`src/rtl/iob2axi_pkg.sv`:
```
// Shared AXI4 field widths, encodings and write-split FSM state codes for the
// iob2axi bridge family.
package iob2axi_pkg;

  localparam int AXI_LEN_W   = 8;
  localparam int AXI_ID_W    = 1;
  localparam int AXI_BURST_W = 2;
  localparam int AXI_LOCK_W  = 1;
  localparam int AXI_CACHE_W = 4;
  localparam int AXI_PROT_W  = 3;
  localparam int AXI_QOS_W   = 4;
  localparam int AXI_SIZE_W  = 3;
  localparam int AXI_RESP_W  = 2;

  localparam logic [AXI_BURST_W-1:0] AXI_BURST_INCR = 2'b01;

  // A burst may not cross a 4 KB page: AXI_4K_W address bits index the page.
  localparam int AXI_4K_W = 12;
  localparam int AXI_4K   = 4096;

  localparam logic [1:0] ST_IDLE = 2'd0;
  localparam logic [1:0] ST_AW   = 2'd1;
  localparam logic [1:0] ST_DATA = 2'd2;
  localparam logic [1:0] ST_RESP = 2'd3;

endpackage

```
`src/rtl/iob2axi_wr_split_burst_len.sv`:
```
// Combinational burst sizer: min(remaining words, MAX_BURST, words left in
// the current 4 KB page). Returns 0 only when remaining is 0.
module iob2axi_burst_len
  import iob2axi_pkg::*;
#(
  parameter int DATA_W    = 32,
  parameter int LEN_W     = 16,
  parameter int MAX_BURST = 16,
  parameter int BL_W      = $clog2(MAX_BURST) + 1
) (
  input  logic [AXI_4K_W-1:0] addr_i,
  input  logic [LEN_W-1:0]    remaining_i,
  output logic [BL_W-1:0]     len_o
);

  localparam int BYTE_SH = $clog2(DATA_W / 8);
  localparam int CMP_W   = ((LEN_W > AXI_4K_W) ? LEN_W : AXI_4K_W) + 1;
  localparam logic [AXI_4K_W:0] PAGE_BYTES = (AXI_4K_W + 1)'(AXI_4K);

  logic [AXI_4K_W:0] bound_bytes;
  logic [CMP_W-1:0]  bound_words;
  logic [CMP_W-1:0]  rem_w;
  logic [CMP_W-1:0]  len_w;

  always_comb begin
    bound_bytes = PAGE_BYTES - {1'b0, addr_i};
    bound_words = CMP_W'(bound_bytes >> BYTE_SH);
    rem_w       = CMP_W'(remaining_i);
    len_w       = CMP_W'(MAX_BURST);
    if (rem_w < len_w) len_w = rem_w;
    if (bound_words < len_w) len_w = bound_words;
    len_o = BL_W'(len_w);
  end

endmodule

```
`src/rtl/iob2axi_wr_split.sv`:
```
// Copies nwords words from a native read port to an AXI4 write master,
// splitting the transfer into 4 KB-safe INCR bursts of at most MAX_BURST beats.
module iob2axi_wr_split
  import iob2axi_pkg::*;
#(
  parameter int ADDR_W    = 32,
  parameter int DATA_W    = 32,
  parameter int LEN_W     = 16,
  parameter int MAX_BURST = 16
) (
  input  logic                   clk_i,
  input  logic                   arst_n_i,
  // control
  input  logic                   run_i,
  input  logic [ADDR_W-1:0]      addr_i,
  input  logic [LEN_W-1:0]       nwords_i,
  output logic                   busy_o,
  output logic                   done_o,
  output logic                   error_o,
  output logic [1:0]             state_o,
  // AXI4 write address channel
  output logic [AXI_ID_W-1:0]    m_axi_awid_o,
  output logic [ADDR_W-1:0]      m_axi_awaddr_o,
  output logic [AXI_LEN_W-1:0]   m_axi_awlen_o,
  output logic [AXI_SIZE_W-1:0]  m_axi_awsize_o,
  output logic [AXI_BURST_W-1:0] m_axi_awburst_o,
  output logic [AXI_LOCK_W-1:0]  m_axi_awlock_o,
  output logic [AXI_CACHE_W-1:0] m_axi_awcache_o,
  output logic [AXI_PROT_W-1:0]  m_axi_awprot_o,
  output logic [AXI_QOS_W-1:0]   m_axi_awqos_o,
  output logic                   m_axi_awvalid_o,
  input  logic                   m_axi_awready_i,
  // AXI4 write data channel
  output logic [DATA_W-1:0]      m_axi_wdata_o,
  output logic [DATA_W/8-1:0]    m_axi_wstrb_o,
  output logic                   m_axi_wlast_o,
  output logic                   m_axi_wvalid_o,
  input  logic                   m_axi_wready_i,
  // AXI4 write response channel
  input  logic [AXI_RESP_W-1:0]  m_axi_bresp_i,
  input  logic                   m_axi_bvalid_i,
  output logic                   m_axi_bready_o,
  // native read master
  output logic                   m_valid_o,
  output logic [ADDR_W-1:0]      m_addr_o,
  input  logic [DATA_W-1:0]      m_rdata_i,
  input  logic [DATA_W/8-1:0]    m_rstrb_i,
  input  logic                   m_ready_i
);

  // Handshakes: a transfer happens on a channel in the cycle where both valid
  // and ready are 1; once valid is raised it and its payload hold until then.

  localparam int STRB_W  = DATA_W / 8;
  localparam int BYTE_SH = $clog2(STRB_W);
  localparam int BL_W    = $clog2(MAX_BURST) + 1;
  localparam logic [ADDR_W-1:0] BYTE_MASK = ADDR_W'(STRB_W - 1);

  logic [1:0]        state_q, state_d;
  logic [ADDR_W-1:0] addr_q, addr_d;
  logic [LEN_W-1:0]  remain_q, remain_d;
  logic [BL_W-1:0]   fetch_q, fetch_d;
  logic [BL_W-1:0]   sent_q, sent_d;
  logic              buf_valid_q, buf_valid_d;
  logic [DATA_W-1:0] buf_data_q, buf_data_d;
  logic [STRB_W-1:0] buf_strb_q, buf_strb_d;
  logic              err_q, err_d;
  logic              done_q, done_d;

  logic [BL_W-1:0]   blen;
  logic [LEN_W-1:0]  remain_next;
  logic              fetch, drain, last_beat;

  // addr_q/remain_q only move on a B handshake, so blen is stable for a burst.
  iob2axi_burst_len #(
    .DATA_W   (DATA_W),
    .LEN_W    (LEN_W),
    .MAX_BURST(MAX_BURST),
    .BL_W     (BL_W)
  ) u_burst_len (
    .addr_i     (addr_q[AXI_4K_W-1:0]),
    .remaining_i(remain_q),
    .len_o      (blen)
  );

  assign last_beat   = (sent_q == blen - 1'b1);
  assign drain       = buf_valid_q & m_axi_wready_i;
  assign m_valid_o   = (state_q == ST_DATA) && (fetch_q < blen) && (!buf_valid_q || drain);
  assign fetch       = m_valid_o & m_ready_i;
  assign m_addr_o    = addr_q + (ADDR_W'(fetch_q) << BYTE_SH);
  assign remain_next = remain_q - LEN_W'(blen);

  assign busy_o  = (state_q != ST_IDLE);
  assign done_o  = done_q;
  assign error_o = err_q;
  assign state_o = state_q;

  assign m_axi_awid_o    = '0;
  assign m_axi_awaddr_o  = addr_q;
  assign m_axi_awlen_o   = AXI_LEN_W'(blen - 1'b1);
  assign m_axi_awsize_o  = AXI_SIZE_W'(BYTE_SH);
  assign m_axi_awburst_o = AXI_BURST_INCR;
  assign m_axi_awlock_o  = '0;
  assign m_axi_awcache_o = AXI_CACHE_W'(2);
  assign m_axi_awprot_o  = AXI_PROT_W'(2);
  assign m_axi_awqos_o   = '0;
  assign m_axi_awvalid_o = (state_q == ST_AW);

  assign m_axi_wdata_o  = buf_data_q;
  assign m_axi_wstrb_o  = buf_strb_q;
  assign m_axi_wvalid_o = buf_valid_q;
  assign m_axi_wlast_o  = buf_valid_q & last_beat;
  assign m_axi_bready_o = (state_q == ST_RESP);

  always_comb begin
    state_d     = state_q;
    addr_d      = addr_q;
    remain_d    = remain_q;
    fetch_d     = fetch_q;
    sent_d      = sent_q;
    buf_valid_d = buf_valid_q;
    buf_data_d  = buf_data_q;
    buf_strb_d  = buf_strb_q;
    err_d       = err_q;
    done_d      = 1'b0;
    case (state_q)
      ST_IDLE: begin
        if (run_i) begin
          err_d    = 1'b0;
          addr_d   = addr_i & ~BYTE_MASK;
          remain_d = nwords_i;
          fetch_d  = '0;
          sent_d   = '0;
          if (nwords_i == '0) done_d = 1'b1;
          else                state_d = ST_AW;
        end
      end
      ST_AW: begin
        if (m_axi_awready_i) state_d = ST_DATA;
      end
      ST_DATA: begin
        // A fetch only happens when the buffer is empty or draining, so a
        // load always wins over the drain-clear.
        if (fetch) begin
          buf_valid_d = 1'b1;
          buf_data_d  = m_rdata_i;
          buf_strb_d  = m_rstrb_i;
          fetch_d     = fetch_q + 1'b1;
        end else if (drain) begin
          buf_valid_d = 1'b0;
        end
        if (drain) begin
          sent_d = sent_q + 1'b1;
          if (last_beat) begin
            state_d = ST_RESP;
            fetch_d = '0;
            sent_d  = '0;
          end
        end
      end
      ST_RESP: begin
        if (m_axi_bvalid_i) begin
          err_d    = err_q | (|m_axi_bresp_i);
          addr_d   = addr_q + (ADDR_W'(blen) << BYTE_SH);
          remain_d = remain_next;
          if (remain_next == '0) begin
            state_d = ST_IDLE;
            done_d  = 1'b1;
          end else begin
            state_d = ST_AW;
          end
        end
      end
      default: state_d = ST_IDLE;
    endcase
  end

  always_ff @(posedge clk_i or negedge arst_n_i) begin
    if (!arst_n_i) begin
      state_q     <= ST_IDLE;
      addr_q      <= '0;
      remain_q    <= '0;
      fetch_q     <= '0;
      sent_q      <= '0;
      buf_valid_q <= 1'b0;
      buf_data_q  <= '0;
      buf_strb_q  <= '0;
      err_q       <= 1'b0;
      done_q      <= 1'b0;
    end else begin
      state_q     <= state_d;
      addr_q      <= addr_d;
      remain_q    <= remain_d;
      fetch_q     <= fetch_d;
      sent_q      <= sent_d;
      buf_valid_q <= buf_valid_d;
      buf_data_q  <= buf_data_d;
      buf_strb_q  <= buf_strb_d;
      err_q       <= err_d;
      done_q      <= done_d;
    end
  end

endmodule

```
`config.mk`:
```
export PLATFORM = sky130hd
export DESIGN_NAME = iob2axi_wr_split
export DESIGN_NICKNAME = d
export VERILOG_FILES = /design/src/rtl/iob2axi_pkg.sv /design/src/rtl/iob2axi_wr_split_burst_len.sv /design/src/rtl/iob2axi_wr_split.sv
export SDC_FILE = /design/constraint.sdc
export NUM_CORES = 1
export LEC_CHECK = 0
export BUFFER_PORTS_ARGS = -buffer_cell sky130_fd_sc_hd__buf_2
export CORE_MARGIN = 3
export CORE_UTILIZATION = 37
export CTS_CLUSTER_SIZE = 28
export DETAILED_ROUTE_END_ITERATION = 8
export PLACE_DENSITY = 0.71
export SYNTH_ARGS = -nofsm -noshare
export SYNTH_HDL_FRONTEND = slang
export SYNTH_SLANG_ARGS = --single-unit
```
`constraint.sdc`:
```
create_clock -name clk_i -period 17.5 [get_ports clk_i]
set_clock_uncertainty 0.1 [all_clocks]
set_input_delay 1.75 -clock clk_i [delete_from_list [all_inputs] [get_ports clk_i]]
set_output_delay 1.75 -clock clk_i [all_outputs]
set_load 0.01 [all_outputs]
```
### Word level (Yosys, flattened, before mapping)

Cells that the tools add are included.
W data, S select, Z words.

| word-level totals | value |
|---|---|
| input port bits | 93 |
| bits in registers | 99 |
| logic and storage cells | 87 |

| operators by class | value |
|---|---|
| order comparisons | 3 |
| $add $sub $neg | 8 |
| reduce and logical (&&, ||, !) cells | 18 |
| multiplexer cells | 34 |
| bitwise gates (word level) | 4 |
| eq/ne operators | 10 |

Operator list:

| operator | count |
|---|---|
| $add A32 B7 Y32 | 2 |
| $mux W32 | 2 |
| $pmux W32 S2 | 1 |
| $mux W16 | 3 |
| $mux W5 | 7 |
| $logic_not A16 Y1 | 2 |
| $pmux W16 S2 | 1 |
| $pmux W5 S2 | 2 |
| $lt A11 B16 Y1 | 1 |
| $lt A16 B5 Y1 const B | 1 |
| $sub A16 B5 Y16 | 1 |
| $sub A13 B12 Y13 const A | 1 |
| $mux W2 | 6 |
| $add A5 B1 Y5 const B | 2 |
| $ne A2 B2 Y1 const B | 5 |
| $mux W1 | 9 |
| $pmux W2 S4 | 1 |
| $reduce_bool A2 Y1 | 4 |
| $reduce_and A2 Y1 | 3 |
| $reduce_and A3 Y1 | 2 |
| $reduce_and A6 Y1 | 1 |
| $sub A5 B1 Y6 const B | 1 |
| $eq A5 B5 Y1 | 1 |
| $lt A5 B5 Y1 | 1 |
| 12 further kinds | 17 |

### Depth between registers and ports, before layout

| logic depth | value |
|---|---|
| depth after elaboration | 12 |
| gate-level depth with buffers | 25 |
| mapped depth without buffers | 24 |

### Cells and area by module

From an unflattened synthesis, not the netlist that was laid out.

| unflattened totals | value |
|---|---|
| cell total of the unflattened synthesis | 810 |
| area, all modules | 7199.4 um2 |

By module, submodules not included:

| module | area each (um2) | instances | cells each | sequential area each (um2) |
|---|---|---|---|---|
| iob2axi_wr_split | 6686.4 | 1 | 740 | 2427.3 |
| iob2axi_burst_len | 513.0 | 1 | 70 | 0.0 |

### Worst setup path after synthesis

No wires, ideal clock.

| timing path | value |
|---|---|
| path type | register to output |
| from | register addr_q[7] (netlist: m_axi_awaddr_o[7]) |
| to | output m_axi_wlast_o |
| path buffers | 2 |
| cell stages (with the launch flop) | 18 |
| setup slack | 11628 ps |
| data arrival time | 4022 ps |
| path through | dfrtp_1 clkbuf_1 or4_1 nor4_1 nand3_1 xor2_1 ha_1 nand4_1 a21oi_1 or2_1 clkbuf_1 nor2_1 a32o_1 inv_1 nand4_1 mux2i_1 o2bb2ai_1 and3_1 |

| between the ends | value |
|---|---|
| longest elaborated chain between the ends | 6 |

RTL lines:

| element | line | text |
|---|---|---|
| from (decl) | iob2axi_wr_split.sv:60 | `logic [ADDR_W-1:0] addr_q, addr_d;` |
| from (signal assigned) | iob2axi_wr_split.sv:192 | `addr_q <= addr_d;` |
| $sub A13 B12 Y13 | iob2axi_wr_split_burst_len.sv:26 | `bound_bytes = PAGE_BYTES - {1'b0, addr_i};` |
| $lt A11 B16 Y1 | iob2axi_wr_split_burst_len.sv:31 | `if (bound_words < len_w) len_w = bound_words;` |
| $mux W5 | iob2axi_wr_split_burst_len.sv:31 |  |
| $sub A5 B1 Y5 | iob2axi_wr_split.sv:86 | `assign last_beat = (sent_q == blen - 1'b1);` |
| $eq A5 B5 Y1 | iob2axi_wr_split.sv:86 |  |
| $and A1 B1 Y1 | iob2axi_wr_split.sv:112 | `assign m_axi_wlast_o = buf_valid_q & last_beat;` |
| to (decl) | iob2axi_wr_split.sv:36 | `output logic m_axi_wlast_o,` |

No other way between the ends.

### Final worst setup path

Same ends and word-level chain as after synthesis.

==> tab_implementation.tex <==
\begin{tabular}{lr}
\hline
Metric & Value \\
\hline
\multicolumn{2}{l}{\textbf{Power and ir drop}} \\
\quad Sequential share of power & 24.9\% \\
\quad Power Density & 219.9 mW/mm² \\
\quad Net switching component of the power & 985.4 µW \\
\quad Clock network fraction of total power & 11.4\% \\
\quad Comb power frac & 63.7\% \\
\quad Internal power consumption & 947.8 µW \\
\quad VDD IR-drop max & 0.08398 mV \\
\quad Leakage & 0.003963 µW \\
\quad Switching Share & 50.97\% \\
\multicolumn{2}{l}{\textbf{Placed design}} \\
\quad Worst slack after detailed placement & 10940 ps \\
\quad Placer's final routability congestion estimate & 0.9093 \\
\quad Port-buffer cells & 204 \\
\quad HPWL reported at the end of detailed placement & 16970 µm \\
\multicolumn{2}{l}{\textbf{Timing}} \\
\quad Setup TNS & 0 ps \\
\quad Final setup viols & 0 \\
\quad Worst slew margin relative to its limit & 21.54\% \\
\quad Minimum clock period after layout & 6865 ps \\
\quad Setup repair after global routing missed its margin & false \\
\quad Tightest Pin Transition & 1176 ps \\
\quad Final hold viol count & 0 \\
\quad Final worst path period share & 39.23\% \\
\quad Minimum setup slack in the final design & 10630 ps \\
\quad Max-slew violation count & 0 \\
\quad Max Clock Freq & 145.7 MHz \\
\multicolumn{2}{l}{\textbf{Critical path}} \\
\quad Setup slack on the worst flop-to-flop path & 10920 ps \\
\quad CP Capture Type & output port \\
\quad Worst Path Class, Setup & reg -> out \\
\quad Capture instance of the worst register-to-register path & state\_o[0] \\
\quad Signal arrival time at the worst endpoint & 5020 ps \\
\quad Critical Path Fanout Max & 12 \\
\quad Crit path launch type & flop \\
\quad Launch point of the worst reg-to-reg path & m\_axi\_awaddr\_o[7] \\
\quad Required time at the endpoint of the critical path & 15650 ps \\
\quad Number of cells traversed by the worst register-to-register path & 22 \\
\multicolumn{2}{l}{\textbf{Global route}} \\
\quad Antenna violations before repair & 1 \\
\quad First-pass GRT wire length & 35430 µm \\
\quad Pin count of the biggest net entering global routing & 62 \\
\quad Combined global-route utilization of all metal layers & 20.20\% \\
\quad Number of global-route vias before repair & 6632 \\
\quad Total congestion overflow after global routing & 0 \\
\multicolumn{2}{l}{\textbf{Layout}} \\
\quad Most used cells in the layout excluding fill and tap cells & buf\_2 (203), dfrtp\_1 (97), nand2\_1 (92) \\
\quad Finished Core Util & 46.07\% \\
\quad Synth-to-Final Area Change & 19.69\% \\
\quad Layout Nets & 1155 \\
\quad Most common cell after layout, fill and taps aside & buf\_2 \\
\quad Fraction of final layout cells with drive strength greater than 1 & 25.17\% \\
\multicolumn{2}{l}{\textbf{Hold path}} \\
\quad Start point of the worst hold path & m\_axi\_wstrb\_o[2] \\
\quad Cell depth of the worst min-delay path & 1 \\
\quad Worst Hold Class & reg -> reg \\
\quad Destination of the worst hold path & m\_axi\_wstrb\_o[2] \\
\multicolumn{2}{l}{\textbf{Die}} \\
\quad \# IOs & 229 \\
\quad Number of placement rows & 50 \\
\quad CORE AREA & 0.01908 mm² \\
\quad Height of the die & 146.9 µm \\
\quad Die Footprint & 0.02158 mm² \\
\quad Die boundary width & 146.9 µm \\
\quad Starting utilization of the core area & 38.49\% \\
\multicolumn{2}{l}{\textbf{CTS}} \\
\quad Max clock buf depth & 2 \\
\quad Inserted Clock Buffers & 9 \\
\quad CTS Hold Bufs & 0 \\
\quad Cell at the root of the clock tree & clkbuf\_16 \\
\quad Clock transition at the registers of the reported paths & 70 ps \\
\quad Clock sink count & 97 \\
\quad Number of gates resized after cts & 0 \\
\quad Number of setup buffers added after CTS & 0 \\
\quad H-tree level count & 3 \\
\quad Clock Latency Late Sink & 360 ps \\
\quad TritonCTS clock tree & done \\
\multicolumn{2}{l}{\textbf{Synthesis}} \\
\quad Post-synth EDFFs & 0 \\
\quad Synth Flop Type & dfrtp\_1 \\
\quad Sequential fraction of the synthesis area & 33.05\% \\
\quad Proportion of register bits with asynchronous set or reset after synthesis & 100.0\% \\
\quad Area of the mapped netlist & 0.007345 mm² \\
\quad Yosys cell types & 90 \\
\quad Post-Syn Instances & 858 \\
\quad Synthesized flop and latch total & 97 \\
\quad Yosys warnings & 0 \\
\quad Post-Syn Area per Cell & 8.560 µm² \\
\multicolumn{2}{l}{\textbf{Drt}} \\
\quad Wire length per cell & 17.65 µm \\
\quad Via Count & 7171 \\
\quad Detailed-routing iteration count for the pre-antenna-repair pass & 7 \\
\quad Number of DRC violations after detailed-routing iteration 0 & 492 \\
\quad Post-DRT Antenna Nets & 0 \\
\quad Overall routed net length & 22900 µm \\
\quad Vias per cell & 5.525 \\
\quad Final routed DRC violation total & 0 \\
\multicolumn{2}{l}{\textbf{Status}} \\
\quad Status & completed \\
\multicolumn{2}{l}{\textbf{Flow run}} \\
\quad Maximum Capacitance Violations & 0 \\
\hline
\end{tabular}
==> area by class of cell <==
class                   count  area (µm²)
flip-flops and latches     97        2427
clock inverters             7       101.3
well taps                 260       325.3
clock buffers               9       225.2
diodes                      1       2.502
fillers                  1870       10290
multi-input cells         676        4501
inverters                  39       147.6
repair buffers            209        1061
==> through the flow <==
step                instance area [µm²]  instances  hold WS [ps]  total power [µW]
floorplan                          7442        884         361.0              1319
global placement                   8462       1281         362.9              1677
detailed placement                 8462       1281         369.5              1703
CTS                                8788       1297         385.3              1933
global route                       8791       1298         392.8              2081
finish                             8791       1298         380.9              1933
==> power groups by stage <==
| stage | clock network, µW | registers (µW) | logic (µW) |
|---|---|---|---|
| global route | 234 | 500 | 1350 |
| finish | 220 | 481 | 1230 |
| CTS | 225 | 478 | 1230 |
| floorplan | 0 | 457 | 861 |
| global placement | 0 | 475 | 1200 |
| detailed placement | 0 | 482 | 1220 |
==> critical path, stage by stage (launching register included) <==
cell       delay, ps
dfrtp_1          520
or4_1            620
nor4_1           240
nor3b_1          240
ha_1             310
a21oi_1          180
nand3_1          140
nor2_1           350
nand2_1          260
o22ai_2          390
inv_2            230
xnor2_1          200
or2_2            280
o2bb2ai_1        340
and3_1           210
buf_2            130
==> registers in the layout, summed over array words and instances, names as in the netlist <==
register	flops
m_axi_wdata_o	32
m_axi_awaddr_o	30
remain_q	16
fetch_q	5
sent_q	5
m_axi_wstrb_o	4
state_o	2
done_o	1
error_o	1
m_axi_wvalid_o	1
==> per-layer routing <==
| metal | vias up | GRT usage (%) | wire, µm |
|---|---|---|---|
| met2 | 336 | 33.39 | 10800 |
| met4 | 0 | 7.316 | 565 |
| li1 | 3415 | - | - |
| met3 | 40 | 3.486 | 1760 |
| met5 | - | 0 | 0 |
| met1 | 3380 | 26.69 | 9781 |
==> how the worst max path moves through the flow <==
stage                      start       endpoint  slack, ps  cells past startpoint
6_report       m_axi_awaddr_o[7]  m_axi_wlast_o      10630                     15
5_1_grt        m_axi_awaddr_o[7]      m_valid_o      10090                     14
4_1_cts        m_axi_awaddr_o[7]  m_axi_wlast_o      10610                     15
3_5_place_dp   m_axi_awaddr_o[7]     state_o[0]      10940                     22
3_3_place_gp   m_axi_awaddr_o[7]     state_o[0]      11010                     22
2_1_floorplan  m_axi_awaddr_o[7]  m_axi_wlast_o      11630                     17
==> kinds of logic after synthesis <==
group / count (synthesis) / share of synthesized area (%)
AND/OR/NAND/NOR: 324 / 21.55
AO/OA/AOI/OAI: 196 / 19.78
buffers and inverters: 111 / 7.155
flip-flops: 97 / 33.05
XOR/XNOR: 56 / 6.780
multiplexers: 41 / 6.235
adder cells (fa/ha/maj): 31 / 5.349
other: 2 / 0.1023
==> synthesized netlist by cell type, drive strengths merged (4+ instances only) <==
library cell / n / area share [%]
a211oi: 15 / 1.8
a21boi: 4 / 0.51
a21o: 5 / 0.51
a21oi: 37 / 2.6
a221o: 5 / 0.68
a222oi: 4 / 0.55
a311oi: 5 / 0.60
a31oi: 11 / 1.0
and2: 6 / 0.51
and3: 18 / 1.5
buf: 30 / 2.9
clkbuf: 42 / 2.2
dfrtp: 97 / 33
ha: 29 / 4.9
inv: 38 / 1.9
mux2: 38 / 5.8
nand2: 94 / 4.9
nand2b: 7 / 0.60
nand3: 28 / 1.9
nand4: 17 / 1.5
nor2: 76 / 4.1
nor3: 39 / 2.7
nor4: 14 / 1.4
o211ai: 7 / 0.78
o21ai: 41 / 2.8
o22ai: 8 / 0.85
o311ai: 5 / 0.60
o32ai: 5 / 0.60
or2: 6 / 0.51
or3: 9 / 0.83
xnor2: 38 / 4.6
xor2: 18 / 2.1
(Power assumes the default switching activity.)
